## src/rtl/imem_pkg.sv

```systemverilog
// imem_pkg: shared widths and FSM state encoding for the instruction-memory responder
package imem_pkg;
  localparam int WORD_W = 16;
  localparam int CNT_W = 3;
  typedef logic [1:0] state_t;
  localparam state_t IDLE = 2'd0;
  localparam state_t WAIT = 2'd1;
  localparam state_t RESP = 2'd2;
endpackage

```

## src/rtl/imem_array.sv

```systemverilog
// imem_array: instruction word storage with async read and sync preload write
module imem_array
  import imem_pkg::*;
#(
  parameter int DEPTH_WORDS = 256,
  parameter int AW = $clog2(DEPTH_WORDS)
) (
  input  logic              clk,
  input  logic              we,
  input  logic [AW-1:0]     waddr,
  input  logic [WORD_W-1:0] wdata,
  input  logic [AW-1:0]     raddr,
  output logic [WORD_W-1:0] rdata
);
  logic [WORD_W-1:0] mem [DEPTH_WORDS];
  assign rdata = mem[raddr];
  // preload write; contents are deliberately left unreset
  always_ff @(posedge clk) begin
    if (we) mem[waddr] <= wdata;
  end
endmodule

```

## src/rtl/imem_responder.sv

```systemverilog
// imem_responder: fixed-latency instruction fetch responder with error flagging, flush and preload
module imem_responder
  import imem_pkg::*;
#(
  parameter int DEPTH_WORDS = 256,
  parameter int LATENCY = 2
) (
  input  logic              clk,
  input  logic              rst_n,
  input  logic              reqValid,
  input  logic [WORD_W-1:0] reqAddr,
  output logic              reqReady,
  output logic              respValid,
  input  logic              respReady,
  output logic [WORD_W-1:0] respData,
  output logic              respErr,
  input  logic              flush,
  input  logic              loadEn,
  input  logic [WORD_W-1:0] loadAddr,
  input  logic [WORD_W-1:0] loadData
);
  localparam int AW = $clog2(DEPTH_WORDS);
  localparam logic [WORD_W-1:0] LIM = WORD_W'(DEPTH_WORDS);
  state_t state;
  logic [CNT_W-1:0] cnt;
  logic [WORD_W-1:0] data_q, rd_data;
  logic err_q, accept, req_err, ld_ok, unused_ok;
  assign req_err = reqAddr[0] | ({1'b0, reqAddr[WORD_W-1:1]} >= LIM);
  assign ld_ok = {1'b0, loadAddr[WORD_W-1:1]} < LIM;
  assign unused_ok = loadAddr[0];
  assign reqReady = (state == IDLE) & ~loadEn;
  assign accept = reqValid & reqReady;
  assign respValid = state == RESP;
  assign respData = data_q;
  assign respErr = err_q;
  imem_array #(.DEPTH_WORDS(DEPTH_WORDS), .AW(AW)) u_array (
    .clk  (clk),
    .we   (loadEn & ld_ok),
    .waddr(loadAddr[AW:1]),
    .wdata(loadData),
    .raddr(reqAddr[AW:1]),
    .rdata(rd_data)
  );
  // request FSM: capture data at acceptance, count down the latency, hold until consumed or flushed
  always_ff @(posedge clk or negedge rst_n) begin
    if (!rst_n) begin
      state <= IDLE;
      cnt <= '0;
      data_q <= '0;
      err_q <= 1'b0;
    end else begin
      case (state)
        IDLE: if (accept) begin
          data_q <= req_err ? '0 : rd_data;
          err_q <= req_err;
          cnt <= CNT_W'(LATENCY - 1);
          state <= (LATENCY > 1) ? WAIT : RESP;
        end
        WAIT: begin
          cnt <= (cnt != '0) ? cnt - 1'b1 : cnt;
          state <= flush ? IDLE : (cnt[CNT_W-1:1] == '0) ? RESP : WAIT;
        end
        RESP: state <= (flush | respReady) ? IDLE : RESP;
        default: state <= IDLE;
      endcase
    end
  end
endmodule

```

## config.mk

```make
export PLATFORM = sky130hd
export DESIGN_NAME = imem_responder
export DESIGN_NICKNAME = d
export VERILOG_FILES = /design/src/rtl/imem_pkg.sv /design/src/rtl/imem_array.sv /design/src/rtl/imem_responder.sv
export SDC_FILE = /design/constraint.sdc
export NUM_CORES = 2
export LEC_CHECK = 0
export CAP_MARGIN = 20
export CORE_MARGIN = 2
export CORE_UTILIZATION = 59
export DETAILED_ROUTE_END_ITERATION = 10
export MAX_ROUTING_LAYER = met4
export PLACE_DENSITY = 0.75
export SLEW_MARGIN = 30
export SYNTH_ARGS = -nofsm -noshare
export SYNTH_HDL_FRONTEND = slang
export SYNTH_SLANG_ARGS = --single-unit
```

## constraint.sdc

```tcl
create_clock -name clk -period 5.1 [get_ports clk]
set_input_delay 0.765 -clock clk [delete_from_list [all_inputs] [get_ports clk]]
set_output_delay 0.765 -clock clk [all_outputs]
set_load 0.005 [all_outputs]
```

# Word level (Yosys, flattened, before mapping)
# Memories as Yosys holds them, arrays and structs flattened.
# Cells that the tools add are included.
dict set report totals {
  n_memories 1
  ram_bits 4096
  ff_bits 22
  word_cells 35
  input_bits 54
}
dict set report op_classes {
  n_bitwise 6
  n_lt_le_gt_ge 2
  add_sub_neg 1
  n_mux 11
  n_eq_ne 4
  reduce_logical 6
}
# name words word_bits read_ports rd_ports_with_merged_regs write_ports line
set memory_table {}
lappend memory_table {u_array.mem 256 16 1 0 1 imem_array.sv:15} ;# logic [WORD_W-1:0] mem [DEPTH_WORDS];
# op count
set ops {}
lappend ops {{2-to-1 mux 16 bit} 1}
lappend ops {{>= comparator 15 x 9 -> 1 bit, second input constant} 1}
lappend ops {{< comparator 15 x 9 -> 1 bit, second input constant} 1}
lappend ops {{2-to-1 mux 2 bit} 4}
lappend ops {{2-to-1 mux 3 bit} 2}
lappend ops {{case mux 2 bit (3 select lines)} 1}
lappend ops {{case mux 3 bit (2 select lines)} 1}
lappend ops {{zero test 2 bit} 2}
lappend ops {{inequality test 2 bit, second input constant} 2}
lappend ops {{AND 1 bit} 3}
lappend ops {{AND reduction 3 bit} 1}
lappend ops {{nonzero test 3 bit} 1}
lappend ops {{subtractor 3 x 1 -> 3 bit, second input constant} 1}
lappend ops {{equality test 2 x 1 -> 1 bit, second input constant} 1}
lappend ops {{equality test 2 bit, second input constant} 1}
lappend ops {{2-to-1 mux 1 bit} 2}
lappend ops {{OR 1 bit} 2}
lappend ops {{AND reduction 2 bit} 1}
lappend ops {{nonzero test 2 bit} 1}
lappend ops {{NOT 1 bit} 1}

# Logic depth before layout (Yosys ltp)
dict set report depth {
  word_depth 5
  mapped_depth 14
}

# Cells and area by module
# Synthesis repeated with hierarchy kept, for this count alone.
dict set report unflattened {
  hier_cells 7450
  area_unflattened_um2 159416.6
}
# module cells_per_inst seq_area_each_um2 n_inst area_each_um2
set by_module_without_submodules {}
lappend by_module_without_submodules {imem_array 7344 122998.0 1 158394.4}
lappend by_module_without_submodules {imem_responder 106 550.5 1 1022.2}

# Worst setup path after synthesis
# Ideal clock, no wire load.
dict set report synth_timing {
  path_type {input port to flip-flop}
  start {input port loadAddr[15]}
  end {memory u_array.mem[54][0], enable pin}
  path_stages 6
  path_slack_ps 1948
  required_time_ps 4712
  t_arrival_ps 2764
  n_path_buf 1
  cell_sequence {nor4_1 and4b_1 nor3b_1 nand3_1 clkbuf_1 nor2_1}
}
dict set report synth_via {
  elab_chain_cells 4
}
# element line
set synth_rtl {}
lappend synth_rtl {{start, declared} imem_responder.sv:19} ;# input logic [WORD_W-1:0] loadAddr,
lappend synth_rtl {{< comparator 15 x 9 -> 1 bit} imem_responder.sv:29} ;# assign ld_ok = {1'b0, loadAddr[WORD_W-1:1]} < LIM;
lappend synth_rtl {{AND 1 bit} imem_responder.sv:38} ;# .we (loadEn & ld_ok),
lappend synth_rtl {{2-to-1 mux 1 bit} imem_array.sv:19} ;# if (we) mem[waddr] <= wdata;
lappend synth_rtl {{2-to-1 mux 1 bit (implied by the code)} imem_array.sv:19}
lappend synth_rtl {{end, declared} imem_array.sv:15}
# Every way passes these cells.

# Worst setup path in the final report
dict set report layout_timing {
  start {input port reqAddr[2]}
  end {register data_q[3] (netlist: respData[3])}
}
dict set report layout_via {
  elab_chain_cells 3
  elab_cells_between_ends 4
  classes_between {1 x order compare; 1 x mux; 1 x bitwise; 1 x memory}
}
# element line
set layout_rtl {}
lappend layout_rtl {{start, declared} imem_responder.sv:11} ;# input logic [WORD_W-1:0] reqAddr,
lappend layout_rtl {{branches (longest 2 deep; another with memory (256 x 16 bit))} n/a}
lappend layout_rtl {{2-to-1 mux 16 bit (*)} imem_responder.sv:54} ;# data_q <= req_err ? '0 : rd_data;
lappend layout_rtl {{end signal, assigned} imem_responder.sv:54}
lappend layout_rtl {{end, declared} imem_responder.sv:26} ;# logic [WORD_W-1:0] data_q, rd_data;
# Every way passes the cells marked *.
# A chain may end at the register's enable or synchronous reset.

==> impl_metrics.ini <==
[clock_network]
cts-root-buf = clkbuf_16
cts-hold-fix-buffers = 0
cts_setup_buffers = 0
clock_latency_ns = 0.94
clockBufferDepth = 4
cts-buffers-inserted = 394
cts_tree = built
cts_sinks = 4118
clk_pin_slew_worst_paths_ns = 0.07
post_cts_resized = 0
htree_levels = 5

[layout]
fin_cells = 12200
nets = 8356
fin_util_pct = 66.75
fill_cells = 16560
drive_above_1_share_pct = 23.21
area_growth_syn_to_layout_pct = 12.59
final_cell_mix = edfxtp_1, mux4_2, mux2i_1
final_common_cell = edfxtp_1

[routing]
drt-initial-drc-count = 14210
drc = 0
wl_per_cell_um = 35.63
postRouteAntennaNets = 0
viasPerCell = 6.974
dr.pass1.iters = 6
num_vias = 85090
routed_wirelength_um = 434700

[place]
gp_congestion = 0.9495
dp_hpwl_um = 262600
io_buffers = 71
dp.cells = 11470

[die]
die_x_um = 525.4
core_um2 = 270500
boundaryPins = 73
die-area_um2 = 276000
num_rows = 191
initial_core_util_pct = 59.29
die_h_um = 525.4

[sta]
fmax_mhz = 233.3
skew_ns = 0.06594
period_share_pct = 84.03
tightest_slew_ns = 1.127
slew_viol_final = 0
setup_viol = 0
holdWs_ns = 0.2541
final.min_clock_period_ns = 4.285
slew_headroom_pct = 24.87
rsz0062_at_grt = no
final_hold_viol_count = 0

[worst_hold_path]
hold_path.class = primary input to flip-flop

[setup_path]
cpMostUsedCell = buf_4
cp_max_fo = 50
critPathKind = primary input to flip-flop
path_delay_family = buffers and inverters
critPathSlowestCell = o21ai_1
cp.arrival_ns = 5.14
critPathLaunchType = primary input
cp_cell_sequence = buf_8 -> nand2_4 -> buf_12 -> buf_4 -> o221ai_1 -> a21oi_1 -> o21ai_1 -> buf_4 -> nand4_1 -> nor3_1 -> buf_4 -> o311a_1
cp_num_buf_inv = 5
slowest_delay_ns = 0.82
worstPathRequired_ns = 5.96
crit_path_end_kind = flip-flop

[pwr]
power_per_cell_area_nw_per_um2 = 384.4
total_power_mw = 69.42
p_leak_nw = 58.37
vdd_drop_max_v = 0.0003372

[yosys]
yosys_warnings = 0
synth.area.top_cells = edfxtp_1, mux4_2, mux2i_1
synth_xor_area_share_pct = 0
synthMuxAreaShare_pct = 14.74
synth.cell_area_um2 = 160400
ys_seq_area_share_pct = 77.03
synth_ff_type = edfxtp_1
yosysTopAreaCell = edfxtp_1
synth_cell_type_count = 88
synth_seq_cells = 4118
syn_avg_cell_area_um2 = 21.01
synth_top_area_share_pct = 76.69
synth_edf_count = 4096
synth_top_family_by_area = multiplexers
netlist_instances = 7635
synthArstFlopShare_pct = 0.5342
synth-simple-area-share_pct = 2.298
syn_nets = 7691
synth_compound_area_share_pct = 3.752
synth_fa_ha_area_share_pct = 0.01560

[run]
cap_violations = 0

[global_routing]
grt_start_max_net_pins = 162
first_global_vias = 82630
gr-max-usage-layer = met2
grt_usage_pct = 32.16
grt_pass1_wl_um = 611400
met1_usage_pct = 42.38
overflow = 0
grtUsageMet2_pct = 48.44
met3_usage_pct = 7.091
antenna_found_initial = 25

[run_status]
status = finished, final reports clean
layer usage:
metal  share of wire (%)  wire [µm]
met1                  35     152100
met2                  47     205900
met3                  12      52760
met4                 5.5      24040
met5                   0          0
worst reg2reg max path, stage by stage (launching register included):
cell       delay (ns)
dfrtp_1          0.44
nor4b_1          0.81
and3_1           0.89
o2111ai_1        0.26
a31oi_1          0.40
a21oi_1          0.33
o31ai_1          0.26
where the power goes:
part | switching (mW) | leakage (nW) | total, mW | internal, mW
Clock | 12.3 | 6.08 | 28.6 | 16.3
Sequential | 0.0147 | 37.1 | 37.2 | 37.2
Combinational | 2.38 | 15.2 | 3.58 | 1.20
Total | 14.7 | 58.4 | 69.4 | 54.7
cells in the mapped netlist (8+ instances only):
cell / number
o21ai_0: 94
nand2_1: 164
clkbuf_8: 13
o221ai_1: 200
o221ai_2: 8
a22o_1: 9
o22ai_1: 159
nor2b_1: 20
a221oi_1: 17
nand2b_1: 11
and2_1: 14
mux2i_1: 609
buf_6: 78
and3_1: 9
a211oi_1: 32
mux2_2: 25
nor2_1: 352
inv_1: 11
nand3_1: 79
mux4_1: 44
buf_12: 23
nand4_1: 18
a31oi_1: 30
buf_4: 35
nor3_1: 73
edfxtp_1: 4096
buf_8: 35
buf_2: 91
clkbuf_1: 142
mux4_2: 715
buf_1: 22
dfrtp_1: 22
nor4_1: 24
a22oi_1: 79
a21oi_1: 152
worst paths after layout:
kind / end / slack (ns) / startpoint / cells past startpoint
max in group asynchronous: respData[11] / 4.49 / rst_n / 2
setup reg to reg: respData[6] / 1.63 / state[0] / 6
setup / recovery: respData[3] / 0.81 / reqAddr[2] / 12
min in group asynchronous: cnt[0] / 0.26 / rst_n / 2
hold / removal: u_array.mem[131][2] / 0.25 / loadData[2] / 1
hold reg to reg: cnt[0] / 0.49 / cnt[0] / 1
metrics by stage:
stage / setup TNS [ns] / worst slack, ns / instance area [µm²]
2_1_floorplan: 0 / 1.948 / 160400
3_3_place_gp: -0.2220 / -0.2220 / 167900
3_5_place_dp: 0 / 0.2044 / 167900
4_1_cts: 0 / 1.100 / 180400
5_1_grt: 0 / 0.8850 / 180600
6_report: 0 / 0.8146 / 180600
cell families (layout without fill, tap and decap cells):
kind of cell | after synthesis | in the layout
buffers and inverters | 457 | 1432
AOI/OAI and AO/OA | 854 | 854
and+or+nand+nor | 811 | 811
other | 0 | 22
muxes | 1393 | 1393
adders and majority gates | 2 | 2
DFF | 4118 | 4118
state kept, by name (all words and copies together), names as in the netlist:
| name | flops |
|---|---|
| state | 2 |
| cnt | 3 |
| u_array.mem | 4096 |
| respData | 16 |
| respErr | 1 |
final cells by class:
cell class | instances | area [µm²] | area share, %
sequential | 4118 | 123500 | 68.42
multi-input combinational | 3060 | 33480 | 18.54
clock buffer | 486 | 10420 | 5.769
timing repair buffer | 714 | 6511 | 3.606
tap | 3570 | 4467 | 2.474
clock inverter | 220 | 2037 | 1.128
inverter | 12 | 57.56 | 0.03187
antenna | 22 | 55.05 | 0.03049
Note: power is estimated with default switching activity, not from simulation.
